[config.mk]
export PLATFORM = sky130hd
export DESIGN_NAME = iq_rx_frame_buffer
export DESIGN_NICKNAME = d
export VERILOG_FILES = /design/src/rtl/iq_rx_frame_buffer.sv
export SDC_FILE = /design/constraint.sdc
export NUM_CORES = 2
export LEC_CHECK = 0
export ABC_CLOCK_PERIOD_IN_PS = 12050
export BUFFER_PORTS_ARGS = -buffer_cell sky130_fd_sc_hd__clkbuf_2
export CORE_MARGIN = 2
export CORE_UTILIZATION = 60
export DETAILED_ROUTE_END_ITERATION = 16
export HOLD_SLACK_MARGIN = 0.03
export PLACE_DENSITY = 0.82
export SKIP_LAST_GASP = 1
export SYNTH_ARGS = -nofsm -noshare
export SYNTH_HDL_FRONTEND = slang
export SYNTH_SLANG_ARGS = --single-unit
[constraint.sdc]
create_clock -name clk_in -period 12.05 [get_ports clk_in]
set_clock_uncertainty 0.2 [all_clocks]
set_input_delay 2.41 -clock clk_in [delete_from_list [all_inputs] [get_ports clk_in]]
set_output_delay 2.41 -clock clk_in [all_outputs]
set_load 0.005 [all_outputs]
[src/rtl/iq_rx_frame_buffer.sv]
// RX IQ frame FIFO between the DDC decimation output and the parallel-bus reader.
// Frames are {RX1_I, RX1_Q, RX2_I, RX2_Q}; sticky overrun/underrun flags feed the bus status byte.
module iq_rx_frame_buffer #(
  parameter int DEPTH_LOG2 = 4,
  parameter int SAMPLE_W   = 24
) (
  input  logic                       clk_in,
  input  logic                       reset,
  input  logic                       IQ_VALID,
  input  logic signed [SAMPLE_W-1:0] RX1_I,
  input  logic signed [SAMPLE_W-1:0] RX1_Q,
  input  logic signed [SAMPLE_W-1:0] RX2_I,
  input  logic signed [SAMPLE_W-1:0] RX2_Q,
  input  logic                       rx2_enable,
  input  logic                       IQ_RX_READ_REQ,
  input  logic                       IQ_RX_READ_CLK,
  input  logic                       CLEAR_FLAGS,
  output logic signed [SAMPLE_W-1:0] RD_RX1_I,
  output logic signed [SAMPLE_W-1:0] RD_RX1_Q,
  output logic signed [SAMPLE_W-1:0] RD_RX2_I,
  output logic signed [SAMPLE_W-1:0] RD_RX2_Q,
  output logic                       DATA_READY,
  output logic [DEPTH_LOG2:0]        FIFO_LEVEL,
  output logic                       IQ_OVERRUN,
  output logic                       IQ_UNDERRUN
);

  localparam int DEPTH   = 2 ** DEPTH_LOG2;
  localparam int FRAME_W = 4 * SAMPLE_W;
  localparam int LVL_W   = DEPTH_LOG2 + 1;

  logic [FRAME_W-1:0]    mem_q [DEPTH];
  logic [DEPTH_LOG2-1:0] wr_ptr_q, wr_ptr_d;
  logic [DEPTH_LOG2-1:0] rd_ptr_q, rd_ptr_d;
  logic [LVL_W-1:0]      level_q, level_d;
  logic                  ready_q, ready_d;
  logic                  ovr_q, ovr_d;
  logic                  und_q, und_d;
  logic                  rx2_en_q, rx2_en_d;
  logic [FRAME_W-1:0]    rd_frame_q, rd_frame_d;
  logic                  rd_clk_prev_q, rd_clk_prev_d;

  logic                  flush, pop_evt, empty, full;
  logic                  pop_ok, push_ok, ovr_evt, und_evt;
  logic [FRAME_W-1:0]    wr_frame;

  always_comb begin
    flush    = (rx2_enable != rx2_en_q);
    pop_evt  = IQ_RX_READ_CLK & ~rd_clk_prev_q & IQ_RX_READ_REQ;
    empty    = (level_q == '0);
    full     = (level_q == LVL_W'(DEPTH));
    pop_ok   = pop_evt & ~empty & ~flush;
    // A pop in the same cycle frees the slot, so a full FIFO still accepts the push.
    push_ok  = IQ_VALID & ~flush & (~full | pop_ok);
    ovr_evt  = IQ_VALID & ~flush & full & ~pop_ok;
    und_evt  = pop_evt & empty;
    wr_frame = {RX1_I, RX1_Q,
                rx2_enable ? RX2_I : {SAMPLE_W{1'b0}},
                rx2_enable ? RX2_Q : {SAMPLE_W{1'b0}}};

    wr_ptr_d      = wr_ptr_q;
    rd_ptr_d      = rd_ptr_q;
    level_d       = level_q;
    rd_frame_d    = rd_frame_q;
    rx2_en_d      = rx2_enable;
    rd_clk_prev_d = IQ_RX_READ_CLK;

    if (flush) begin
      wr_ptr_d = '0;
      rd_ptr_d = '0;
      level_d  = '0;
    end else begin
      if (push_ok) wr_ptr_d = wr_ptr_q + 1'b1;
      if (pop_ok) begin
        rd_ptr_d   = rd_ptr_q + 1'b1;
        rd_frame_d = mem_q[rd_ptr_q];
      end
      level_d = level_q + LVL_W'(push_ok) - LVL_W'(pop_ok);
    end

    ready_d = (level_d != '0);
    // A new event in the clearing cycle keeps the flag set.
    ovr_d   = ovr_evt | (ovr_q & ~CLEAR_FLAGS);
    und_d   = und_evt | (und_q & ~CLEAR_FLAGS);
  end

  always_ff @(posedge clk_in) begin
    // Edge history keeps tracking during reset so a level held across release is not a pop.
    rd_clk_prev_q <= rd_clk_prev_d;
    if (reset) begin
      wr_ptr_q   <= '0;
      rd_ptr_q   <= '0;
      level_q    <= '0;
      ready_q    <= 1'b0;
      ovr_q      <= 1'b0;
      und_q      <= 1'b0;
      rx2_en_q   <= 1'b0;
      rd_frame_q <= '0;
    end else begin
      wr_ptr_q   <= wr_ptr_d;
      rd_ptr_q   <= rd_ptr_d;
      level_q    <= level_d;
      ready_q    <= ready_d;
      ovr_q      <= ovr_d;
      und_q      <= und_d;
      rx2_en_q   <= rx2_en_d;
      rd_frame_q <= rd_frame_d;
    end
  end

  always_ff @(posedge clk_in) begin
    if (!reset && push_ok) mem_q[wr_ptr_q] <= wr_frame;
  end

  assign RD_RX1_I    = rd_frame_q[4*SAMPLE_W-1 -: SAMPLE_W];
  assign RD_RX1_Q    = rd_frame_q[3*SAMPLE_W-1 -: SAMPLE_W];
  assign RD_RX2_I    = rd_frame_q[2*SAMPLE_W-1 -: SAMPLE_W];
  assign RD_RX2_Q    = rd_frame_q[SAMPLE_W-1   -: SAMPLE_W];
  assign DATA_READY  = ready_q;
  assign FIFO_LEVEL  = level_q;
  assign IQ_OVERRUN  = ovr_q;
  assign IQ_UNDERRUN = und_q;

endmodule

==> results.json <==
{
  "ys_ff_latch": 1650,
  "fmax_ghz": 0.158,
  "swShare": 0.205,
  "p_int_uw": 8860,
  "synth.top_cells.by_area": "edfxtp_1 74%, mux4_2 14%, dfxtp_1 3.7%",
  "p_leak_uw": 0.0217,
  "synth_area_um2": 62100,
  "path_class": "input pin to flip-flop",
  "drt-vias-per-instance": 6.78,
  "fp.coreArea_um2": 102000,
  "p_sw_uw": 2280,
  "layout-drive-gt1-share": 0.314,
  "hpwl_mm": 73.4,
  "slew_violations": 0,
  "cts_root_buf": "clkbuf_16",
  "grt_max_degree": 160,
  "ys_seq_area_frac": 0.780,
  "die_width_um": 326,
  "cts_resized": 0,
  "setup_viol": 0,
  "via_count": 30400,
  "die_h_um": 326,
  "syn-num-nets": 2837,
  "rows": 117,
  "synth_top_area_share": 0.743,
  "cp.required_ps": 12250,
  "ant_nets": 0,
  "grt_pass1_wl_mm": 217,
  "ios": 207,
  "final_nets": 3100,
  "combPwrFrac": 0.018,
  "hold_ws_ps": 294,
  "ys_types": 36,
  "antenna_found_initial": 5,
  "clkTransAtPathRegs_ps": 60,
  "postCtsSetupRepairBufs": 0,
  "synth.cells.most_frequent": "1,536 x edfxtp_1, 384 x mux4_2, 121 x nor2_1, 114 x dfxtp_1, 99 x mux2i_1",
  "ir_drop_mv": 0.119,
  "drt-total-wl_mm": 146,
  "place.gp.congestion": 0.810,
  "arrival_ps": 6540,
  "drt_first_pass_iters": 6,
  "layout_min_cycle_time_ps": 6340,
  "seqCellArea_um2": 48400,
  "post-route-util": 0.681,
  "synth_area_per_cell_um2": 22.8,
  "synthCells": 2723,
  "cp_max_fo": 50,
  "die_area_um2": 106000,
  "start_util": 0.607,
  "cts_sinks": 1650,
  "cap_violations": 0,
  "htreeDepth": 4,
  "start_kind": "input pin",
  "power.density_nw_per_um2": 160,
  "clockPowerShare": 0.418,
  "relSlewSlack": 0.147,
  "cts_inserted_buffers": 153,
  "synth_enable_flop_cells": 1536,
  "synth_top_cell_by_area": "edfxtp_1",
  "hold_class": "flip-flop to flip-flop",
  "portBuffers": 206,
  "p_seq_frac": 0.564,
  "hold_viol_final": 0,
  "cts_hold_buf": 0,
  "synth_flop_cell": "edfxtp_1",
  "yosys_warnings": 0,
  "finalCritPeriodShare": 0.526,
  "drc_errors": 0,
  "grt.total_usage": 0.279,
  "async_flop_share": 0,
  "drt_iter0_markers": 4272,
  "status": "finished, final reports clean",
  "multi_input_area_um2": 13100,
  "synth_most_common_cell": "edfxtp_1",
  "insertion_delay_ps": 780,
  "grt_overflow": 0,
  "routedWlPerCell_um": 32.6,
  "cts_buffer_depth": 3,
  "area_growth_pct": 12.0,
  "fillers": 5822,
  "end_kind": "flip-flop",
  "worst_pin_slew_ps": 1280,
  "cts_tree": "yes",
  "setup_tns_ps": 0,
  "grt_pass1_vias": 32000,
  "grt_setup_unrepaired": "false"
}
==> final timing paths <==
check	from	to	depth (start not counted)	slack, ps
setup reg to reg	rd_ptr_q[1]	rd_frame_q[67]	6	7100
setup / recovery	rx2_enable	mem_q[2][12]	9	5710
hold / removal	rd_frame_q[66]	rd_frame_q[66]	1	290
hold reg to reg	rd_frame_q[66]	rd_frame_q[66]	1	290
==> placed cells by master (no fill, tap or decap), drive strengths merged, types with 3 or more instances in the layout <==
master / Yosys / final
edfxtp: 1536 / 1536
clkbuf: 91 / 422
mux4: 384 / 384
nor2: 121 / 121
dfxtp: 114 / 114
mux2i: 99 / 99
mux2: 96 / 96
a221o: 96 / 96
clkinv: 0 / 57
buf: 58 / 51
and2: 48 / 48
inv: 11 / 17
ha: 10 / 10
nand2b: 8 / 8
a21oi: 6 / 6
nor3: 5 / 5
xnor2: 4 / 4
o21ai: 4 / 4
or3: 4 / 4
xor2: 4 / 4
nand2: 3 / 3
nand4: 3 / 3
==> power groups by stage <==
stage	registers (µW)	logic, µW	clock network [µW]
2_1_floorplan	6410	81.9	0
3_3_place_gp	6400	176	0
3_5_place_dp	6410	190	0
4_1_cts	6290	196	4700
5_1_grt	6280	211	4890
6_report	6290	199	4660
==> per-stage QoR <==
step	setup WS [ps]	power [µW]	area, µm²	instances
floorplan	1320	6490	62100	2723
global placement	5200	6580	64700	4199
detailed placement	5040	6600	64700	4199
CTS	5720	11200	69500	4482
global route	5510	11400	69500	4483
finish	5710	11100	69500	4483
==> cells by family (layout without fill, tap and decap cells) <==
group / after synthesis / in the layout / share of synthesized area
other cells: 0 / 1 / 0
xor+xnor: 8 / 8 / 0.00113
buf+inv: 160 / 551 / 0.0112
flops: 1650 / 1650 / 0.780
simple gates: 205 / 205 / 0.0158
fa+ha+maj: 11 / 11 / 0.00234
compound gates: 110 / 110 / 0.0168
mux: 579 / 579 / 0.173
==> worst max-delay path, stage by stage <==
cell	delay [ps]
clkbuf_2	90
buf_4	300
xnor2_1	580
o311ai_2	230
buf_4	250
or3_1	500
nor2_4	800
buf_4	600
buf_4	680
==> per-layer routing <==
metal | up-vias | GRT usage | share of wire
li1 | 12000 | - | -
met1 | 15900 | 0.377 | 0.36
met2 | 2192 | 0.457 | 0.51
met3 | 347 | 0.0573 | 0.10
met4 | 4 | 0.103 | 0.035
met5 | - | 0 | 0.00021
==> cell type report <==
type	count	share of cell area
Sequential cell	1650	0.696
Multi-Input combinational cell	913	0.188
Clock buffer	216	0.0611
Tap cell	1368	0.0246
Timing Repair Buffer	257	0.0207
Clock inverter	67	0.00846
Inverter	11	0.000594
Antenna cell	1	0.0000360
==> flip-flops by register name (all words and copies together) (netlist names) <==
| register | cells |
|---|---|
| IQ_UNDERRUN | 1 |
| wr_ptr_q | 4 |
| rd_frame_q | 96 |
| rd_clk_prev_q | 1 |
| mem_q | 1536 |
| IQ_OVERRUN | 1 |
| FIFO_LEVEL | 5 |
| rx2_en_q | 1 |
| rd_ptr_q | 4 |
| DATA_READY | 1 |
Power figures use the tool's default switching activity.
